<file path="src/rtl/pc_sequencer.sv">
// pc_sequencer: owns the fetch program counter and sequences IF through BOOT/RUN/STALL/FLUSH/HALT.
// Build option PC_HALT_ON_WRAP_EN: incrementing from PC_MAX halts instead of wrapping to RESET_PC.
module pc_sequencer #(
    parameter int PC_W      = 4,
    parameter int PC_MAX    = 15,
    parameter int RESET_PC  = 0,
    parameter int FLUSH_CYC = 1
) (
    input  logic            clk,
    input  logic            reset,
    input  logic            stall_i,
    input  logic            branch_taken_i,
    input  logic [PC_W-1:0] branch_target_i,
    input  logic            jump_i,
    input  logic [PC_W-1:0] jump_target_i,
    input  logic            halt_i,
    output logic [PC_W-1:0] pc_o,
    output logic [PC_W-1:0] pc_next_o,
    output logic            if_valid_o,
    output logic            flush_o,
    output logic [2:0]      state_o
);

    localparam logic [2:0] BOOT  = 3'd0;
    localparam logic [2:0] RUN   = 3'd1;
    localparam logic [2:0] STALL = 3'd2;
    localparam logic [2:0] FLUSH = 3'd3;
    localparam logic [2:0] HALT  = 3'd4;

    localparam logic [PC_W-1:0] PC_LAST    = PC_W'(PC_MAX);
    localparam logic [PC_W-1:0] PC_INIT    = PC_W'(RESET_PC);
    localparam logic [1:0]      FLUSH_LAST = 2'(FLUSH_CYC);

`ifdef PC_HALT_ON_WRAP_EN
    localparam bit HALT_ON_WRAP = 1'b1;
`else
    localparam bit HALT_ON_WRAP = 1'b0;
`endif

    // Targets above PC_LAST are legal; their increment rolls over modulo 2^PC_W.
    function automatic logic [PC_W-1:0] wrap_incr(input logic [PC_W-1:0] pc);
        return (pc == PC_LAST) ? PC_INIT : pc + PC_W'(1);
    endfunction

    logic [2:0]      state;
    logic [2:0]      state_d;
    logic [PC_W-1:0] pc_d;
    logic [1:0]      cnt;
    logic [1:0]      cnt_d;
    logic            redirect;
    logic [PC_W-1:0] target;

    // Branch wins over a simultaneous jump.
    assign redirect  = branch_taken_i | jump_i;
    assign target    = branch_taken_i ? branch_target_i : jump_target_i;
    assign pc_next_o = wrap_incr(pc_o);
    assign state_o   = state;

    always_comb begin
        state_d = state;
        pc_d    = pc_o;
        cnt_d   = cnt;
        case (state)
            BOOT: state_d = RUN;
            RUN, STALL: begin
                if (halt_i) begin
                    state_d = HALT;
                end else if (redirect) begin
                    pc_d    = target;
                    cnt_d   = 2'd1;
                    state_d = FLUSH;
                end else if (stall_i) begin
                    state_d = STALL;
                end else if (HALT_ON_WRAP && (pc_o == PC_LAST)) begin
                    state_d = HALT;
                end else begin
                    pc_d    = pc_next_o;
                    state_d = RUN;
                end
            end
            FLUSH: begin
                // cnt holds the number of bubble cycles already presented.
                if (halt_i) begin
                    state_d = HALT;
                end else if (redirect) begin
                    pc_d  = target;
                    cnt_d = 2'd1;
                end else if (cnt >= FLUSH_LAST) begin
                    cnt_d   = 2'd0;
                    state_d = RUN;
                end else begin
                    cnt_d = cnt + 2'd1;
                end
            end
            HALT:    state_d = HALT;
            default: state_d = BOOT;
        endcase
    end

    // Outputs are registered from the next state so they line up with pc_o.
    always_ff @(posedge clk or posedge reset) begin
        if (reset) begin
            state      <= BOOT;
            pc_o       <= PC_INIT;
            cnt        <= 2'd0;
            if_valid_o <= 1'b0;
            flush_o    <= 1'b0;
        end else begin
            state      <= state_d;
            pc_o       <= pc_d;
            cnt        <= cnt_d;
            if_valid_o <= (state_d == RUN);
            flush_o    <= (state_d == FLUSH);
        end
    end

endmodule

</file>
<file path="config.mk">
export PLATFORM = sky130hd
export DESIGN_NAME = pc_sequencer
export DESIGN_NICKNAME = d
export VERILOG_FILES = /design/src/rtl/pc_sequencer.sv
export SDC_FILE = /design/constraint.sdc
export NUM_CORES = 1
export LEC_CHECK = 0
export CAP_MARGIN = 20
export CORE_MARGIN = 5
export CORE_UTILIZATION = 43
export CTS_CLUSTER_SIZE = 16
export DETAILED_ROUTE_END_ITERATION = 8
export PLACE_DENSITY = 0.87
export SLEW_MARGIN = 15
export SYNTH_ARGS = -nofsm -noshare
export SYNTH_HDL_FRONTEND = slang
export SYNTH_SLANG_ARGS = --single-unit
export TNS_END_PERCENT = 10
</file>
<file path="constraint.sdc">
create_clock -name clk -period 1.6 [get_ports clk]
set_input_delay 0.16 -clock clk [delete_from_list [all_inputs] [get_ports clk]]
set_output_delay 0.16 -clock clk [all_outputs]
set_load 0.01 [all_outputs]
</file>
# --- Word-level counts from Yosys, hierarchy flattened ---
# Index checks and enable logic that the tools add are counted.
totals:
  ff_bits: 11
op_classes:
  n_addsub: 2
  order_cmp: 1
  n_eq_ne: 12
  mux: 21
  bitwise: 1
  reduce_logical: 5
ops:
  columns: ["cell", "count"]
  rows:
  - ["$mux 4", 7]
  - ["$mux 2", 7]
  - ["$mux 3", 4]
  - ["$pmux 3 s4", 1]
  - ["$eq 3x2->1 const B", 3]
  - ["$ne 2x2->1 const B", 4]
  - ["$pmux 4 s2", 1]
  - ["$eq 3x1->1 const B", 2]
  - ["$reduce_and 5->1", 1]
  - ["$add 4x1->4 const B", 1]
  - ["$eq 4x4->1 const B", 1]
  - ["$pmux 2 s2", 1]
  - ["$reduce_and 4->1", 1]
  - ["$eq 3x3->1 const B", 1]
  - ["$logic_not 3->1", 1]
  - ["$ne 3x3->1 const B", 1]
  - ["$add 2x1->2 const B", 1]
  - ["$ge 2x1->1 const B", 1]
  - ["$reduce_bool 2->1", 1]
  - ["$reduce_or 2->1", 1]
  - ["$or 1x1->1", 1]

# --- Depth between registers and ports, before layout ---
logic_depth:
  ltp_word: 6
  mapped_depth: 6
  mapped_depth_nobuf: 6

# --- Worst setup path after synthesis ---
# OpenSTA, ideal clock, no wires.
synth_timing:
  path_type: "reg2reg"
  from: "register pc_o[0]"
  to: "register pc_o[3]"
  setup_time_ns: 0.083
  arrival_time_ns: 1.388
  required_ns: 1.517
  setup_slack_ns: 0.130
  stages_incl_launch_ff: 6
  n_path_buf: 0
  period_less_slack_ns: 1.470
  path_cell_list: "dfrtp_1 ha_1 a21o_1 a31oi_1 mux2i_1 o21ai_0"
synth_via:
  elab_chain_cells: 6
synth_lines:
  columns: ["item", "line", "source"]
  rows:
  - ["start, declared", "17", "output logic [PC_W-1:0] pc_o,"]
  - ["start signal, assigned", "110", "pc_o <= pc_d;"]
  - ["$add 4x1->4 / $eq 4x4->1 (equally long branches)", "42", "return (pc == PC_LAST) ? PC_INIT : pc + PC_W'(1);"]
  - ["$mux 4 (*)", "42", null]
  - ["net pc_next_o[3]", "18", "output logic [PC_W-1:0] pc_next_o,"]
  - ["$mux 4 (*)", "72", "end else if (stall_i) begin"]
  - ["$mux 4 (*)", "68", "end else if (redirect) begin"]
  - ["$mux 4 (*)", "66", "if (halt_i) begin"]
  - ["$pmux 4 s2 (*)", "63", "case (state)"]
# The timed path passes the listed nets; every way through them passes the cells marked *. The select of a mux whose other input is x is not followed.
# A chain may end at the register's enable or synchronous reset.

# --- Final worst setup path ---
layout_timing:
  from: "register pc_o[0]"
  to: "output pc_next_o[0]"
layout_via:
  elab_chain_cells: 2
layout_lines:
  columns: ["item", "line"]
  rows:
  - ["$add 4x1->4 / $eq 4x4->1 (equally long branches)", "42"]
  - ["$mux 4 (*)", "42"]
  - ["end, declared", "18"]
# Mark *: on every way between the ends. The rest lies on a longest branch, timed or not.

==> load_flow_metrics.sql <==
INSERT INTO impl_metrics (metric_group, metric, value, unit) VALUES
('sta', 'tightest_slew', '0.452', 'ns'),
('global_route', 'overflow_left_after_global_routing', '0', ''),
('sta', 'setup_repair_after_global_routing_missed_its_margin', 'false', ''),
('critical_path', 'cpMaxStageDelayCell', 'sky130_fd_sc_hd__dfrtp_1', ''),
('sta', 'timing.clock.skew', '0.00987', 'ns'),
('floorplan', 'core_footprint', '1690', 'sq um'),
('job', 'drv_cap', '0', ''),
('route', 'route.detailed.drc', '0', ''),
('global_route', 'grtUsageTotal', '15.0', '%'),
('sta', 'fmaxAchievable', '0.656', 'GHz'),
('critical_path', 'crit_fanout', '3', ''),
('clocking', 'cts_tree', 'built', ''),
('global_route', 'grt_first_pass_wirelength', '2980', 'um'),
('floorplan', 'die-area', '2670', 'sq um'),
('floorplan', 'core_rows', '15', ''),
('route', 'detail_route.iter0.violations', '17', ''),
('placed_design', 'detailedPlacementHpwl', '1390', 'um'),
('synthesis', 'synthMostInstantiatedCell', 'sky130_fd_sc_hd__dfrtp_1', ''),
('synthesis', 'synth_warnings', '0', ''),
('global_route', 'grt_pass1_vias', '697', ''),
('min_path', 'hold_path_class', 'in -> async', ''),
('clocking', 'clk_root_buffer_cell', 'sky130_fd_sc_hd__clkbuf_4', ''),
('floorplan', 'height_of_the_die', '51.7', 'um'),
('clocking', 'clk_latency', '0.27', 'ns'),
('finish', 'drive_above_1_share', '22.0', '%'),
('route', 'totalWireLength', '1740', 'um'),
('sta', 'post-route-worst-setup-slack', '0.0753', 'ns'),
('synthesis', 'synth-seq-cells', '11', ''),
('critical_path', 'regToRegSetupSlack', '0.33', 'ns'),
('sta', 'final_period_minus_worst_setup_slack', '1.52', 'ns'),
('critical_path', 'critPathLaunchType', 'register', ''),
('clocking', 'cts_buffer_depth', '2', ''),
('route', 'dr.pass1.iters', '4', ''),
('sta', 'slew_viol_final', '0', ''),
('power_and_ir_drop', 'power-per-cell-area', '1600', 'nW/um^2'),
('route', 'num_vias', '711', ''),
('global_route', 'antenna_found_initial', '0', ''),
('synthesis', 'synth_largest_area_cell', 'sky130_fd_sc_hd__dfrtp_1', ''),
('synthesis', 'synthesis.area', '748', 'sq um'),
('synthesis', 'yosys.cell_types.count', '32', ''),
('route', 'routedWlPerCell', '13.8', 'um'),
('synthesis', 'yosys-top-cells-area', 'sky130_fd_sc_hd__dfrtp_1 37%, sky130_fd_sc_hd__mux2i_1 5.4%, sky130_fd_sc_hd__ha_1 5.0%, sky130_fd_sc_hd__mux2_2 4.5%, sky130_fd_sc_hd__o21ai_0 4.0%', ''),
('critical_path', 'worst_r2r_startpoint', 'state_o[1]', ''),
('placed_design', 'place_ws', '-0.0627', 'ns'),
('synthesis', 'postSynthCellCount', '75', ''),
('floorplan', 'die_width', '51.7', 'um'),
('finish', 'area.growth.synth_to_final', '41.5', '%'),
('finish', 'num-nets-final', '127', ''),
('critical_path', 'worstSetupEndpointType', 'primary output', ''),
('status', 'status', 'finished, final reports clean', ''),
('sta', 'timing.max_slew.rel_slack', '69.9', '%'),
('synthesis', 'ys_async_sr_fraction', '100', '%'),
('clocking', 'cts-buffers-inserted', '3', ''),
('clocking', 'cts_num_sinks', '11', ''),
('synthesis', 'synth_ff_type', 'sky130_fd_sc_hd__dfrtp_1', ''),
('sta', 'setup_violations', '0', ''),
('critical_path', 'worstSetupPathType', 'reg -> out', ''),
('clocking', 'clock_tree.htree_level_count', '1', ''),
('critical_path', 'worst-r2r-cell-count', '4', ''),
('route', 'drtAntennaViolNets', '0', ''),
('power_and_ir_drop', 'fin_total_pwr', '0.00170', 'W'),
('critical_path', 'cpPeakStageDelay', '0.39', 'ns'),
('synthesis', 'syn-num-nets', '92', ''),
('synthesis', 'synth_top_cell_area_share', '36.8', '%'),
('power_and_ir_drop', 'ir_worst_vdd', '861', 'uV'),
('sta', 'hold_violations', '0', ''),
('placed_design', 'globalplace.congestion', '0.841', ''),
('synthesis', 'synth-edff-count', '0', ''),
('power_and_ir_drop', 'total_leakage_power', '0.477', 'nW'),
('floorplan', 'ioPinCount', '27', ''),
('route', 'vias_per_cell', '5.64', '');
-- worst max-delay path: cells and delay by family (launching register included) --
family | cells | cell delay, ns
fa+ha+maj | 1 | 0.20
flops | 1 | 0.39
buf+inv | 1 | 0.29
compound gates | 1 | 0.21
-- routing by layer --
metal  routed length [um]  share of wire [%]  track usage (%)
met1                  699                 40             16.7
met2                  885                 51             27.5
met4                   32                1.8             6.55
met3                  119                6.9             2.58
met5                    0                  0                0
-- cells in the final DEF (no fill, tap or decap), types with 3 or more instances in the layout --
| cell type | Yosys | routed |
|---|---|---|
| sky130_fd_sc_hd__dfrtp_1 | 11 | 10 |
| sky130_fd_sc_hd__nand2_1 | 8 | 8 |
| sky130_fd_sc_hd__a31oi_1 | 3 | 3 |
| sky130_fd_sc_hd__clkdlybuf4s50_1 | 0 | 22 |
| sky130_fd_sc_hd__clkbuf_4 | 0 | 3 |
| sky130_fd_sc_hd__o21ai_0 | 6 | 6 |
| sky130_fd_sc_hd__mux2_2 | 3 | 3 |
| sky130_fd_sc_hd__nor2_1 | 3 | 3 |
| sky130_fd_sc_hd__a21oi_1 | 4 | 4 |
| sky130_fd_sc_hd__mux2i_1 | 4 | 4 |
| sky130_fd_sc_hd__inv_1 | 5 | 5 |
| sky130_fd_sc_hd__buf_4 | 0 | 8 |
-- registers in the layout, summed over array words and instances, names as in the netlist --
signal      cells
state_o         3
flush_o         1
cnt             2
pc_o            4
if_valid_o      1
-- kinds of logic (layout without fill, tap and decap cells) --
group	after synthesis	in the layout	share of synthesized area, %
adder cells (fa/ha/maj)	3	3	5.02
AND/OR/NAND/NOR	19	19	12.9
buffers and inverters	9	43	9.20
XOR/XNOR	1	1	1.17
AO/OA/AOI/OAI	25	25	25.1
multiplexers	7	7	9.87
flip-flops	11	11	36.8
-- worst max path at each step --
stage                               to  cells after the start    start  slack (ns)
after floorplan                pc_o[3]                      5  pc_o[0]        0.13
after global placement    pc_next_o[3]                      4  pc_o[0]       -0.04
after detailed placement  pc_next_o[3]                      4  pc_o[0]       -0.06
after CTS                 pc_next_o[3]                      4  pc_o[0]       -0.01
after global routing      pc_next_o[0]                      3  pc_o[0]       0.006
final                     pc_next_o[0]                      3  pc_o[0]        0.08
-- metrics by stage --
| stage | instance area [sq um] | setup TNS, ns | hold slack [ns] | util, % | cells |
|---|---|---|---|---|---|
| final | 1060 | 0 | 0.189 | 62.7 | 126 |
| after floorplan | 748 | 0 | 0.0124 | - | 75 |
| after CTS | 1070 | -0.0129 | 0.210 | 63.1 | 126 |
| after global placement | 1040 | -0.0438 | 0.484 | 61.6 | 122 |
| after detailed placement | 1040 | -0.0627 | 0.501 | 61.6 | 122 |
| after global routing | 1060 | 0 | 0.251 | 62.7 | 126 |
-- where the power goes --
| part | leakage [nW] | total [W] | internal [W] | switching [W] |
|---|---|---|---|---|
| combinational | 0.328 | 0.00100 | 0.000535 | 0.000469 |
| clock | 0.0150 | 0.000192 | 0.0000963 | 0.0000956 |
| sequential | 0.135 | 0.000501 | 0.000389 | 0.000112 |
-- timing repair --
item	4_1_cts	5_1_grt
hold buffers	0	0
resized for setup	7	5
pin swaps	0	1
setup endpoints to repair	4	4
gates cloned	0	0
buffers inserted	0	0
-- cell type report --
type | instances | area, sq um
fill | 130 | 631
multi-input combinational | 55 | 407
timing repair buffer | 34 | 309
sequential | 11 | 277
clock buffer | 4 | 26.3
tap | 17 | 21.3
inverter | 5 | 18.8
Note: power is estimated with default switching activity, not from simulation.
